**src/rtl/instr_fetch_pkg.sv**
```systemverilog
// Shared types and default constants for the instruction fetch unit.
// Holds the fetch FSM state encoding and the default address/word widths,
// reset PC, halt word and memory timeout used by instr_fetch.
package instr_fetch_pkg;

  localparam int          DEF_AW        = 8;
  localparam int          DEF_DW        = 16;
  localparam int          DEF_RESET_PC  = 0;
  localparam logic [15:0] DEF_HALT_WORD = 16'hFF00;
  localparam int          DEF_TIMEOUT   = 15;

  typedef logic [DEF_AW-1:0] addr_t;
  typedef logic [DEF_DW-1:0] word_t;

  typedef enum logic [2:0] {
    S_IDLE,
    S_REQ,
    S_WAIT,
    S_DELIVER,
    S_HALT
  } fetch_state_t;

endpackage

```
**src/rtl/fetch_timeout_ctr.sv**
```systemverilog
// Memory wait timer for the fetch unit.
// Ports: clk, rst (sync, active-high), clear (reload), enable (count one
// WAIT cycle), expired (high during the TIMEOUT-th enabled cycle).
// Implemented as a down-counter: reload to TIMEOUT-1 so that the terminal
// count (zero) is reached in the TIMEOUT-th cycle after a clear.
module fetch_timeout_ctr #(
  parameter int TIMEOUT = 15,
  localparam int CW     = $clog2(TIMEOUT + 1)
) (
  input  logic clk,
  input  logic rst,
  input  logic clear,
  input  logic enable,
  output logic expired
);

  logic [CW-1:0] count;

  always_ff @(posedge clk) begin
    if (rst || clear) begin
      count <= CW'(TIMEOUT - 1);
    end else if (enable && (count != '0)) begin
      count <= count - CW'(1);
    end
  end

  assign expired = (count == '0);

endmodule

```
**src/rtl/instr_fetch.sv**
```systemverilog
// Instruction fetch unit: owns the PC, reads instruction memory one word at
// a time and writes each fetched word onto the IR load bus.
// Ports: clk, rst (sync, active-high); fetch_req/jump/jump_addr from the CU;
// im_addr/im_rd/im_data/im_valid to instruction memory; ir_data/ir_wr to the
// IR; status pc, busy, halted (sticky), fault (sticky).
//
// state    | meaning
// ---------+-------------------------------------------------------------
// IDLE     | waiting for fetch_req or a pending request
// REQ      | one-cycle memory read strobe at pc
// WAIT     | waiting for im_valid, timer running
// DELIVER  | one-cycle IR write, pc advances (or takes the jump target)
// HALT     | halt word fetched or memory timed out; only jump/rst leave
module instr_fetch
  import instr_fetch_pkg::*;
#(
  parameter int             AW        = DEF_AW,
  parameter int             DW        = DEF_DW,
  parameter logic [AW-1:0]  RESET_PC  = AW'(DEF_RESET_PC),
  parameter logic [DW-1:0]  HALT_WORD = DW'(DEF_HALT_WORD),
  parameter int             TIMEOUT   = DEF_TIMEOUT
) (
  input  logic          clk,
  input  logic          rst,
  input  logic          fetch_req,
  input  logic          jump,
  input  logic [AW-1:0] jump_addr,
  output logic [AW-1:0] im_addr,
  output logic          im_rd,
  input  logic [DW-1:0] im_data,
  input  logic          im_valid,
  output logic [DW-1:0] ir_data,
  output logic          ir_wr,
  output logic [AW-1:0] pc,
  output logic          busy,
  output logic          halted,
  output logic          fault
);

  fetch_state_t  state, state_next;
  logic [AW-1:0] pc_next;
  logic          pending, pending_next;
  logic          discard, discard_next;
  logic          halted_next, fault_next;
  logic          expired;
  logic          im_rd_d, ir_wr_d, busy_d;

  fetch_timeout_ctr #(.TIMEOUT(TIMEOUT)) u_timer (
    .clk     (clk),
    .rst     (rst),
    .clear   (state == S_REQ),
    .enable  (state == S_WAIT),
    .expired (expired)
  );

  // State and output registers. Outputs are registered from the next-state
  // decode so that each strobe lines up with the cycle its state is active.
  always_ff @(posedge clk) begin
    if (rst) begin
      state   <= S_IDLE;
      pc      <= RESET_PC;
      im_addr <= RESET_PC;
      im_rd   <= 1'b0;
      ir_wr   <= 1'b0;
      ir_data <= '0;
      busy    <= 1'b0;
      halted  <= 1'b0;
      fault   <= 1'b0;
      pending <= 1'b0;
      discard <= 1'b0;
    end else begin
      state   <= state_next;
      pc      <= pc_next;
      pending <= pending_next;
      discard <= discard_next;
      halted  <= halted_next;
      fault   <= fault_next;
      im_rd   <= im_rd_d;
      ir_wr   <= ir_wr_d;
      busy    <= busy_d;
      // pc_next already carries a same-cycle jump target
      if (im_rd_d) im_addr <= pc_next;
      if ((state == S_WAIT) && (state_next == S_DELIVER)) ir_data <= im_data;
    end
  end

  always_comb begin
    state_next   = state;
    pc_next      = pc;
    pending_next = pending;
    discard_next = discard;
    halted_next  = halted;
    fault_next   = fault;
    case (state)
      S_IDLE: begin
        if (jump) pc_next = jump_addr;
        if ((fetch_req || pending) && !halted && !fault) state_next = S_REQ;
        pending_next = 1'b0;
        discard_next = 1'b0;
      end
      S_REQ: begin
        state_next = S_WAIT;
        if (fetch_req) pending_next = 1'b1;
        if (jump) begin
          pc_next      = jump_addr;
          discard_next = 1'b1;
        end
      end
      S_WAIT: begin
        if (fetch_req) pending_next = 1'b1;
        if (jump) pc_next = jump_addr;
        if (im_valid) begin
          // A same-cycle jump kills the arriving word just like a stale one
          if (jump || discard) begin
            state_next   = S_REQ;
            discard_next = 1'b0;
          end else begin
            state_next = S_DELIVER;
          end
        end else begin
          if (jump) discard_next = 1'b1;
          if (expired) begin
            fault_next = 1'b1;
            state_next = S_HALT;
          end
        end
      end
      S_DELIVER: begin
        if (fetch_req) pending_next = 1'b1;
        pc_next = jump ? jump_addr : pc + AW'(1);
        if (ir_data == HALT_WORD) begin
          halted_next = 1'b1;
          state_next  = S_HALT;
        end else begin
          state_next = S_IDLE;
        end
      end
      S_HALT: begin
        // Requests queued before the halt must not restart fetching later
        pending_next = 1'b0;
        discard_next = 1'b0;
        if (jump) begin
          pc_next     = jump_addr;
          halted_next = 1'b0;
          fault_next  = 1'b0;
          state_next  = S_IDLE;
        end
      end
      default: state_next = S_IDLE;
    endcase
  end

  always_comb begin
    im_rd_d = (state_next == S_REQ);
    ir_wr_d = (state_next == S_DELIVER);
    busy_d  = (state_next != S_IDLE);
  end

endmodule

```
**config.mk**
```make
export PLATFORM = sky130hd
export DESIGN_NAME = instr_fetch
export DESIGN_NICKNAME = d
export VERILOG_FILES = /design/src/rtl/instr_fetch_pkg.sv /design/src/rtl/fetch_timeout_ctr.sv /design/src/rtl/instr_fetch.sv
export SDC_FILE = /design/constraint.sdc
export NUM_CORES = 1
export LEC_CHECK = 0
export ABC_AREA = 1
export CORE_MARGIN = 2
export CORE_UTILIZATION = 47
export CTS_CLUSTER_SIZE = 24
export DETAILED_ROUTE_END_ITERATION = 7
export PLACE_DENSITY = 0.84
export SYNTH_ARGS = -nofsm -noshare
export SYNTH_HDL_FRONTEND = slang
export SYNTH_SLANG_ARGS = --single-unit
```
**constraint.sdc**
```tcl
create_clock -name clk -period 1.5 [get_ports clk]
set_input_delay 0.3 -clock clk [delete_from_list [all_inputs] [get_ports clk]]
set_output_delay 0.3 -clock clk [all_outputs]
set_load 0.02 [all_outputs]
```
==> impl_metrics.json <==
{
  "p_leak_uw": 0.00161,
  "share_comb_of_total_power_pct": 25.2,
  "cts_hold_repair.buffers": 0,
  "critPathRequiredTime_ps": 1700,
  "flops_latches_synth": 46,
  "finalWirelength_um": 6150,
  "hold-path-endpoint": "ir_data[1]",
  "power_switching_uw": 881,
  "power.density_cell_area_nw_per_um2": 870,
  "number_of_global_route_vias_before_repair": 2166,
  "root_buffer_cell": "clkbuf_8",
  "hpwlAfterDp_um": 4170,
  "maxSlewViolCount": 0,
  "overflow": 0,
  "ctsLongestPathBuffers": 2,
  "worst_ir_drop_vdd_uv": 529,
  "synth_cell_type_count": 25,
  "ant_nets": 0,
  "status": "finished clean",
  "route.vias.total": 2368,
  "fin_crit_ps": 1490,
  "max_cap_violations": 0,
  "die-height_um": 73.0,
  "globalplace.congestion": 0.877,
  "num-nets-final": 447,
  "global_route.usage.total_pct": 22.0,
  "p_int_uw": 1930,
  "antennaDiodeCount": 0,
  "worst_hold_path.num_cells": 2,
  "post_route_cells_drive_above_1_share_pct": 18.0,
  "gate_count_post_synth": 330,
  "standard_cell_row_count": 25,
  "h-tree-depth": 2,
  "placed_instances": 456,
  "rr_endpoint": "im_addr[0]",
  "coreArea_um2": 4660,
  "rsz0062_at_grt": "true",
  "fmax_ghz": 0.669,
  "area_delta_synth_final_pct": 44.5,
  "critical_path.endpoint_type": "register",
  "initial_utilization_pct": 47.9,
  "die_x_um": 73.0,
  "route.detailed.vias_per_inst": 5.03,
  "drc": 0,
  "power.clock.fraction_pct": 26.8,
  "clock-sinks": 46,
  "mean_post_synth_cell_area_um2": 6.77,
  "total_clock_buffers_created_by_cts": 5,
  "die_area_um2": 5320,
  "rr_worst_depth": 9,
  "worst_ep_arrival_time_ps": 1700,
  "ioPinCount": 66,
  "cts_tree": "built",
  "netSwitchingFraction_pct": 31.4,
  "relSlewSlack_pct": 82.6,
  "tightestPinTransition_ps": 259,
  "share_of_the_cycle_needed_by_the_critical_path_after_routing_pct": 99.6,
  "final.setup_skew_ps": 7.19,
  "synth-warning-count": 0,
  "first_iteration_detailed_routing_drc_count": 152,
  "grt_start_max_net_pins": 28,
  "hold_start": "ir_data[1]",
  "timing_hold_violations_final": 0,
  "mean_routed_wirelength_per_cell_um": 13.1,
  "mostFrequentLayoutCells": "nand2_1 (65), nor2_1 (54), dfxtp_1 (41), inv_1 (39), dlygate4sd2_1 (37)",
  "setup-violations-final": 0,
  "crit_fanout": 8,
  "postSynthNetCount": 361,
  "layout.cells.non_filler": 471,
  "clk_pin_slew_ps": 90,
  "drt_pre_antenna_iters": 6,
  "clock_latency_ps": 300,
  "mostFrequentLayoutCell": "nand2_1",
  "global_route_wire_length_before_repair_um": 9050,
  "r2r_start": "u_timer.count[1]",
  "final_util_pct": 69.3,
  "start_kind": "register",
  "synthesis.area_um2": 2230,
  "hold_path.class": "register to register",
  "number_of_antenna_violations_at_the_first_check_in_global_routing": 0,
  "worst-setup-path-type": "register to register",
  "cp-startpoint": "u_timer.count[1]",
  "share_seq_of_total_power_pct": 48.0,
  "place.port_buffers": 65,
  "ff2ff_setup_slack_ps": 6,
  "synth-seq-area-share_pct": 41.2
}
==> synthesized netlist by cell type <==
master / number / area [µm²]
buf_2: 4 / 20.0
ha_1: 2 / 25.0
nand4_1: 4 / 25.0
inv_2: 5 / 18.8
o211ai_1: 1 / 7.51
nand2_1: 72 / 270
nand3b_1: 1 / 7.51
o21ai_0: 25 / 125
nand3_4: 2 / 35.0
nor2_4: 3 / 33.8
inv_1: 43 / 161
nor3_1: 5 / 25.0
clkbuf_1: 2 / 7.51
nor3_2: 1 / 10.0
xor2_1: 1 / 8.76
nor2_1: 62 / 233
nand2_2: 4 / 25.0
a31oi_1: 2 / 12.5
a21oi_1: 28 / 140
nand3_1: 11 / 55.1
dfxtp_1: 46 / 921
buf_6: 2 / 22.5
nand3_2: 2 / 20.0
clkbuf_8: 1 / 13.8
nand2_4: 1 / 11.3
==> layer usage <==
metal,vias up,global-route usage (%),wire [µm]
met5,-,0,0
met4,0,8.44,149
met3,10,5.52,391
met2,91,38.2,3070
met1,1050,25.9,2530
li1,1217,-,-
==> kinds of logic after synthesis <==
logic type	synth area share, %
DFF	41.2
adders and majority gates	1.12
buffers and inverters	10.9
AOI/OAI and AO/OA	12.8
and+or+nand+nor	33.6
xor gates and xnor gates	0.392
==> how the worst max path moves through the flow <==
stage / endpoint / slack (ps) / depth (start not counted)
4_1_cts: im_addr[3] / 7 / 9
5_1_grt: im_addr[7] / -80 / 10
3_3_place_gp: ir_data[3] / -240 / 7
3_5_place_dp: ir_data[9] / -300 / 7
2_1_floorplan: im_addr[6] / 50 / 10
6_report: im_addr[0] / 6 / 9
==> state kept, by name, indices dropped and copies added (netlist names) <==
register and flops:
ir_data 16, im_addr 8, pc 8, u_timer.count 4
state 3, busy 1, discard 1, fault 1
halted 1, im_rd 1, ir_wr 1, pending 1
==> cell type report <==
class | instances | area [µm²]
Tap cell | 54 | 67.6
Clock inverter | 2 | 13.8
Inverter | 48 | 185
Timing Repair Buffer | 86 | 777
Sequential cell | 46 | 927
Clock buffer | 6 | 72.6
Multi-Input combinational cell | 229 | 1180
Fill cell | 400 | 1430
==> repair_timing <==
item                       in CTS  in global routing
hold endpoints to repair        0                  0
gates cloned                    0                  2
pin swaps                       0                 19
gates resized for setup        39                 37
setup endpoints to repair      46                 16
setup buffers                   0                  5
==> power groups by stage <==
stage	clock [µW]	sequential (µW)	combinational, µW
after floorplan	0	1450	303
after global placement	0	1370	653
after detailed placement	0	1370	667
after CTS	765	1340	629
after global routing	814	1360	781
final	752	1350	708
==> per-stage QoR <==
stage | worst slack, ps | area [µm²] | setup TNS, ps | hold slack (ps) | total power, µW
after floorplan | 49.9 | 2230 | 0 | 381 | 1750
after global placement | -236 | 3020 | -5430 | 452 | 2030
after detailed placement | -304 | 3020 | -7070 | 458 | 2040
after CTS | 6.57 | 3070 | 0 | 470 | 2740
after global routing | -83.4 | 3230 | -811 | 499 | 2950
final | 6.34 | 3230 | 0 | 471 | 2810
==> worst max-delay path, stage by stage, from the launching register on <==
cell	delay (ps)
dfxtp_2	330
inv_2	80
ha_4	150
inv_4	40
nor3_4	230
nor2_4	90
nand2_4	120
nand3_4	160
nor2_2	130
nor2_1	50
Note: power is estimated with default switching activity, not from simulation.
